### src/rtl/serial_add_ctrl_if.sv
`default_nettype none
// ============================================================================
// Module   : serial_add_ctrl_if
// Brief    : Request/result handshake bundle for the bit-serial adder.
// Revision : 1.0  initial release
// ============================================================================
interface serial_add_ctrl_if #(
  parameter int W = 8
);
  logic         in_valid;
  logic         in_ready;
  logic [W-1:0] a;
  logic [W-1:0] b;
  logic         cin;
  logic         out_valid;
  logic         out_ready;
  logic [W-1:0] sum;
  logic         cout;

  modport master (
    output in_valid, a, b, cin, out_ready,
    input  in_ready, out_valid, sum, cout
  );

  modport slave (
    input  in_valid, a, b, cin, out_ready,
    output in_ready, out_valid, sum, cout
  );
endinterface
`default_nettype wire

### src/rtl/serial_add_ctrl.sv
`default_nettype none
// ============================================================================
// Module   : serial_add_ctrl
// Brief    : Bit-serial a+b+cin adder, one bit per clock, valid/ready framed.
// Revision : 1.0  initial release
// ============================================================================
module serial_add_ctrl #(
  parameter int W = 8
) (
  input  logic             clk,
  input  logic             rst,
  input  logic             clr,
  output logic             busy,
  serial_add_ctrl_if.slave bus
);

  localparam int                 c_CNT_W = $clog2(W + 1);
  localparam logic [c_CNT_W-1:0] c_LAST  = c_CNT_W'(W - 1);

  typedef enum logic [1:0] {
    IDLE = 2'd0,
    RUN  = 2'd1,
    DONE = 2'd2
  } state_t;

  state_t             r_state;
  state_t             w_next_state;
  logic [W-1:0]       r_a;
  logic [W-1:0]       r_b;
  logic [W-1:0]       r_sum;
  logic [W-1:0]       w_sum_shift;
  logic               r_carry;
  logic               r_cout;
  logic [c_CNT_W-1:0] r_cnt;
  logic               w_s;
  logic               w_c;
  logic               w_last;

  assign w_s    = r_a[0] ^ r_b[0] ^ r_carry;
  assign w_c    = (r_a[0] & r_b[0]) | (r_carry & (r_a[0] ^ r_b[0]));
  assign w_last = (r_cnt == c_LAST);

  // New sum bit enters at the MSB so the LSB-first result lands in place after W shifts.
  always_comb begin
    w_sum_shift        = r_sum >> 1;
    w_sum_shift[W-1]   = w_s;
  end

  always_ff @(posedge clk or negedge rst) begin
    if (!rst) begin
      r_state <= IDLE;
    end else begin
      r_state <= w_next_state;
    end
  end

  always_comb begin
    w_next_state = r_state;
    if (clr) begin
      w_next_state = IDLE;
    end else begin
      case (r_state)
        IDLE:    if (bus.in_valid)  w_next_state = RUN;
        RUN:     if (w_last)        w_next_state = DONE;
        DONE:    if (bus.out_ready) w_next_state = IDLE;
        default:                    w_next_state = IDLE;
      endcase
    end
  end

  // Abort leaves the datapath untouched so sum/cout keep their last values.
  always_ff @(posedge clk or negedge rst) begin
    if (!rst) begin
      r_a     <= '0;
      r_b     <= '0;
      r_sum   <= '0;
      r_carry <= 1'b0;
      r_cout  <= 1'b0;
      r_cnt   <= '0;
    end else if (!clr) begin
      case (r_state)
        IDLE: begin
          if (bus.in_valid) begin
            r_a     <= bus.a;
            r_b     <= bus.b;
            r_carry <= bus.cin;
            r_cnt   <= '0;
          end
        end
        RUN: begin
          r_sum   <= w_sum_shift;
          r_a     <= r_a >> 1;
          r_b     <= r_b >> 1;
          r_carry <= w_c;
          r_cnt   <= r_cnt + c_CNT_W'(1);
          if (w_last) begin
            r_cout <= w_c;
          end
        end
        default: ;
      endcase
    end
  end

  assign bus.in_ready  = (r_state == IDLE);
  assign bus.out_valid = (r_state == DONE);
  assign bus.sum       = r_sum;
  assign bus.cout      = r_cout;
  assign busy          = (r_state != IDLE);

endmodule
`default_nettype wire

### src/flat_wrapper.sv
// flat-port wrapper written by rule: the top's interface ports become plain ports
module serial_add_ctrl_flat 
#(
  parameter int W = 8
)
  (clk, rst, clr, busy, bus_in_valid, bus_a, bus_b, bus_cin, bus_out_ready, bus_in_ready, bus_out_valid, bus_sum, bus_cout);
  serial_add_ctrl_if #(.W(W)) bus_i ();
  input  logic clk;
  input  logic rst;
  input  logic clr;
  output logic busy;
  input wire logic [$bits(bus_i.in_valid)-1:0] bus_in_valid;
  input wire logic [$bits(bus_i.a)-1:0] bus_a;
  input wire logic [$bits(bus_i.b)-1:0] bus_b;
  input wire logic [$bits(bus_i.cin)-1:0] bus_cin;
  input wire logic [$bits(bus_i.out_ready)-1:0] bus_out_ready;
  output wire logic [$bits(bus_i.in_ready)-1:0] bus_in_ready;
  output wire logic [$bits(bus_i.out_valid)-1:0] bus_out_valid;
  output wire logic [$bits(bus_i.sum)-1:0] bus_sum;
  output wire logic [$bits(bus_i.cout)-1:0] bus_cout;
  assign bus_i.in_valid = bus_in_valid;
  assign bus_i.a = bus_a;
  assign bus_i.b = bus_b;
  assign bus_i.cin = bus_cin;
  assign bus_i.out_ready = bus_out_ready;
  assign bus_in_ready = bus_i.in_ready;
  assign bus_out_valid = bus_i.out_valid;
  assign bus_sum = bus_i.sum;
  assign bus_cout = bus_i.cout;
  serial_add_ctrl #(.W(W)) u_core (.clk(clk), .rst(rst), .clr(clr), .busy(busy), .bus(bus_i));
endmodule
### config.mk
export PLATFORM = sky130hd
export DESIGN_NAME = serial_add_ctrl_flat
export DESIGN_NICKNAME = d
export VERILOG_FILES = /design/src/rtl/serial_add_ctrl_if.sv /design/src/rtl/serial_add_ctrl.sv /design/src/flat_wrapper.sv
export SDC_FILE = /design/constraint.sdc
export NUM_CORES = 1
export LEC_CHECK = 0
export CORE_UTILIZATION = 54
export DETAILED_ROUTE_END_ITERATION = 10
export PLACE_DENSITY = 0.84
export SYNTH_ARGS = -nofsm -noshare
export SYNTH_HDL_FRONTEND = slang
export SYNTH_SLANG_ARGS = --single-unit
### constraint.sdc
create_clock -name clk -period 2.85 [get_ports clk]
set_input_delay 0.57 -clock clk [delete_from_list [all_inputs] [get_ports clk]]
set_output_delay 0.57 -clock clk [all_outputs]
set_load 0.03 [all_outputs]
==> results of run 1 <==
## where the power goes
| part | switching (W) | internal (W) | leakage, nW | total [W] |
|---|---|---|---|---|
| Sequential | 0.0000892 | 0.000574 | 0.393 | 0.000663 |
| Clock | 0.000152 | 0.000233 | 0.0515 | 0.000385 |
| Combinational | 0.000236 | 0.000308 | 0.530 | 0.000544 |
## cells in the final DEF, fill, tap and decap left out, drive strengths merged, types with 2 or more instances in the layout
master | netlist | layout
mux2i | 2 | 2
clkdlybuf4s50 | 0 | 33
nand3 | 2 | 2
nor2 | 2 | 2
dfrtp | 32 | 32
nand2 | 2 | 2
a22o | 2 | 2
clkbuf | 0 | 7
buf | 6 | 3
nor3b | 2 | 2
inv | 4 | 4
mux2 | 40 | 40
## flip-flops by register name, summed over array words and instances (netlist names)
signal           cells
u_core.bus.cout      1
u_core.r_carry       1
u_core.r_state       2
u_core.r_b           8
u_core.r_a           8
u_core.r_cnt         4
u_core.bus.sum       8
## kinds of logic after synthesis
kind of cell,after synthesis
DFF,32
and+or+nand+nor,13
AOI/OAI and AO/OA,8
adders and majority gates,2
buffers and inverters,10
muxes,42
## layout make-up
| type | count | area (sq um) | area share |
|---|---|---|---|
| inverters | 4 | 15.0 | 0.00727 |
| repair buffers | 36 | 353 | 0.171 |
| flip-flops and latches | 32 | 801 | 0.388 |
| clock inverters | 1 | 30.0 | 0.0145 |
| well taps | 31 | 38.8 | 0.0188 |
| clock buffers | 7 | 65.1 | 0.0315 |
| multi-input cells | 65 | 762 | 0.369 |
## worst max-delay path by stage
stage | startpoint | endpoint | depth (start not counted)
final | u_core.r_state[0] | bus_in_ready | 3
after global routing | u_core.r_state[0] | bus_in_ready | 3
after CTS | u_core.r_state[0] | bus_in_ready | 3
after detailed placement | clr | u_core.r_b[2] | 5
after global placement | clr | u_core.r_a[1] | 5
after floorplan | u_core.r_state[0] | bus_in_ready | 3
## layer usage
| metal | wire [um] | vias to the layer above | part of all wire |
|---|---|---|---|
| met2 | 1370 | 30 | 0.48 |
| li1 | - | 458 | - |
| met5 | 0 | - | 0 |
| met3 | 142 | 8 | 0.049 |
| met4 | 70 | 0 | 0.024 |
| met1 | 1290 | 467 | 0.45 |
## synth_stat cells
cell      number  area [sq um]
o21a_1         1          7.51
mux2_4        30           450
mux2_2         9           101
buf_12         1          20.0
inv_1          4          15.0
a22o_1         2          17.5
nor3b_1        1          7.51
nand2_1        2          7.51
a31oi_1        1          6.26
buf_6          4          45.0
fa_1           1          20.0
nor4_1         1          6.26
o221ai_1       1          8.76
nand2b_4       1          13.8
o41ai_1        1          8.76
buf_2          1          5.00
ha_1           1          12.5
dfrtp_1       32           801
mux2_1         1          11.3
nor3b_2        1          12.5
or2_2          1          6.26
nor2_1         2          7.51
nand3_1        2          10.0
nor2b_1        1          6.26
o21ai_0        1          5.00
a211o_1        1          8.76
mux2i_1        2          20.0
and3_1         1          6.26
## critical path, stage by stage (launching register included)
cell	delay (ns)
dfrtp_1	0.49
or2_2	0.33
inv_1	0.06
clkdlybuf4s50_1	0.66
## metrics by stage
stage / cells / utilization
global placement: 168 / 0.696
finish: 176 / 0.730
global route: 176 / 0.730
floorplan: 107 / -
detailed placement: 168 / 0.696
CTS: 176 / 0.730
==> impl_metrics.ini, run 1 <==
[status]
status = complete, but fails checks
violations = DRC

[drt]
via_per_inst = 5.47
first_pass_iters = 7
first_iter_violations = 37
drcViolationCount = 3
antenna_left = 0
routed_wl_um = 2870
wl_per_cell_um = 16.3
vias = 963

[final_layout]
postLayoutCellArea_sq_um = 2060
nets = 168
insertedDiodeCount = 0
drive_above_1_share = 0.366
syn2layout_area_growth_pct = 25.3
nFillCells = 186

[critical_path]
end_kind = output port
crit_type = reg2out
critPathMaxFanout = 9
cp.arrival_ns = 1.86
crit_path_start_kind = flip-flop
reg2reg_to = u_core.bus.cout
ff2ff_path_depth = 4
r2r_start = u_core.r_state[0]
required_ns = 2.28
rrSetupSlack_ns = 1.28

[global_route]
grt_pass1_wl_um = 4840
grt_pass1_vias = 1034
grt_use_met3 = 0.0680
grtUsageMet1 = 0.256
grt_remaining_overflow = 0
grtUsageTotal = 0.205
grtUsageMet2 = 0.323
grt.busiest_layer = met2
grt_max_degree = 33
antenna_found_initial = 0

[logic_synthesis]
yosysUniqueCellTypes = 28
synth_area_sq_um = 1650
synth_xor_area_frac = 0
synthMuxAreaShare = 0.354
synth_cells = 107
ys_seq_area_frac = 0.486
synth_seq_cells = 32
synth_top_family_by_area = multiplexers
syn_avg_cell_area_sq_um = 15.4
yosys.area_share.simple = 0.0509
synth_nets = 131
yosys.area_share.adder = 0.0197
yosysWarningCount = 0
synth_compound_gate_area_share = 0.0380

[timing]
timing.hold.ws_ns = 0.511
postLayoutSetupSlackWorst_ns = 0.422
worstMarginPinSlew_ns = 0.416
finalHoldViolations = 0
fin_crit_sh = 0.852
fmax_mhz = 412
min_period_ns = 2.43
setup_viol = 0
finalClockSkew_ns = 0.00903
rsz0062_at_grt = no
slew_headroom = 0.719
slew_viol_final = 0
setup_tns_ns = 0

[place]
dpl_worst_slack_ns = 0.704
place_hpwl_um = 1990
place_area_sq_um = 1970
io_buffers = 33
gp_congestion = 0.757

[floorplan]
start_util = 0.582
fp.coreArea_sq_um = 2830
die_x_um = 57.2
ioPinCount = 34
die_area_sq_um = 3280
rows = 19
dieHeight_um = 57.2

[clock_tree]
cts-buffers-inserted = 5
cts.htree.levels = 2
clock-root-buffer = clkbuf_4
cts_tree = yes
ctsHoldBuffers = 0
cts_resized = 0
clk_pin_slew_ns = 0.10
worstSkewPairLatency_ns = 0.33
postCtsSetupBuffers = 0
cts_buffer_depth = 2
clock_sinks = 32

[min_path]
hold-path-endpoint = u_core.bus.cout
hold_depth = 1
hold_path.startpoint = u_core.bus.cout
hold_class = reg2reg

[pwr]
fin_total_pwr_w = 0.00159
power_density_nw_per_um2 = 771
p_leak_nw = 0.975
peakVddDrop_uv = 684

[run]
maxCapViolations = 0
Power figures use the tool's default switching activity.
==> run 2: changes to the inputs <==
--- a/config.mk
+++ b/config.mk
@@ -5,6 +5,7 @@
 export SDC_FILE = /design/constraint.sdc
 export NUM_CORES = 1
 export LEC_CHECK = 0
+export CORE_ASPECT_RATIO = 1.75
 export CORE_UTILIZATION = 54
 export DETAILED_ROUTE_END_ITERATION = 10
 export PLACE_DENSITY = 0.84
==> impl_metrics.ini, run 2 (same netlist as run 1, synthesis figures left out) <==
[min_path]
hold_class = reg2reg

[status]
violations = DRC
status = complete, but fails checks

[final_layout]
drive_above_1_share = 0.361
fin_util = 0.712
syn2layout_area_growth_pct = 25.1
nets = 168
layout_commonest_cell = clkdlybuf4s50_1
stdcell_count = 172
layout_common_cells = clkdlybuf4s50_1 (33), dfrtp_1 (32), mux2_4 (30)
postLayoutCellArea_sq_um = 2060
nFillCells = 208
insertedDiodeCount = 0

[clock_tree]
clk_pin_slew_ns = 0.07
cts_buffer_depth = 2
clock-root-buffer = clkbuf_8
postCtsSetupBuffers = 0
ctsHoldBuffers = 0
cts.htree.levels = 2
cts-buffers-inserted = 5
worstSkewPairLatency_ns = 0.29
cts_resized = 0
clock_sinks = 32
cts_tree = yes

[critical_path]
crit_type = reg2out
crit_buf_inv = 2
cp.arrival_ns = 1.81
cp_slowest_cell = clkdlybuf4s50_1
crit_chain = or2_2 -> inv_1 -> clkdlybuf4s50_1
end_kind = output port
crit_path_start_kind = flip-flop
crit_family = buffers and inverters
critPathMaxFanout = 9
slowest_delay_ns = 0.65
required_ns = 2.28

[drt]
vias = 992
wl_per_cell_um = 17.1
via_per_inst = 5.77
routed_wl_um = 2950
antenna_left = 0
drcViolationCount = 5
first_iter_violations = 28
first_pass_iters = 7

[global_route]
grt_remaining_overflow = 0
antenna_found_initial = 0
grtUsageTotal = 0.217
grt_pass1_vias = 1108
grt_pass1_wl_um = 4970
grt_max_degree = 33

[timing]
worstMarginPinSlew_ns = 0.481
setup_viol = 0
slew_headroom = 0.676
finalClockSkew_ns = 0.00530
fmax_mhz = 420
setup_tns_ns = 0
rsz0062_at_grt = no
finalHoldViolations = 0
min_period_ns = 2.38
slew_viol_final = 0
fin_crit_sh = 0.836

[floorplan]
ioPinCount = 34
die_area_sq_um = 3290
rows = 26
fp.coreArea_sq_um = 2900
die_x_um = 43.8
dieHeight_um = 75.1
start_util = 0.569

[pwr]
p_leak_nw = 0.974
peakVddDrop_uv = 419
power_density_nw_per_um2 = 766

[place]
place_area_sq_um = 1970
io_buffers = 33
dpl.cell_count = 165
gp_congestion = 0.728
place_hpwl_um = 2110

[run]
maxCapViolations = 0
==> run 2: path summary, 6_finish.rpt <==
check | from | to | slack (ns) | depth (start not counted)
max in group asynchronous | rst | u_core.r_b[6] | 1.89 | 2
min reg2reg | u_core.bus.cout | u_core.bus.cout | 0.50 | 1
min in group asynchronous | rst | u_core.r_a[2] | 0.68 | 2
max reg2reg | u_core.r_state[1] | u_core.r_a[1] | 1.29 | 4
max | u_core.r_state[0] | bus_in_ready | 0.47 | 3
min | u_core.bus.cout | u_core.bus.cout | 0.50 | 1
==> run 2: per-stage QoR <==
step,hold slack [ns],setup slack (ns),total power [W]
2_1_floorplan,0.274,1.20,0.00101
3_3_place_gp,0.480,0.748,0.00118
3_5_place_dp,0.494,0.663,0.00121
4_1_cts,0.508,0.455,0.00160
5_1_grt,0.526,0.396,0.00165
6_report,0.502,0.466,0.00158
==> run 2: report_power, final <==
group / total (W) / switching [W] / internal, W
combinational: 0.000540 / 0.000233 / 0.000307
clock: 0.000380 / 0.000166 / 0.000215
sequential: 0.000658 / 0.0000835 / 0.000575
==> run 2: worst reg2reg max path, cell delays in order (launching register included) <==
cell,delay [ns]
dfrtp_1,0.43
nor2_1,0.21
o21a_1,0.15
buf_4,0.30
mux2_4,0.35
==> run 2: metal layers <==
metal,part of all wire,vias up,track usage
li1,-,452,-
met1,0.38,498,0.231
met2,0.54,33,0.376
met3,0.039,9,0.0432
met4,0.037,0,0.146
met5,0,-,0
==> run 2: final cells by class <==
cell class | instances | area (sq um) | area share
clock buffers | 7 | 96.3 | 0.0467
inverters | 4 | 15.0 | 0.00728
repair buffers | 36 | 353 | 0.171
multi-input cells | 65 | 762 | 0.370
flip-flops and latches | 32 | 801 | 0.388
well taps | 28 | 35.0 | 0.0170
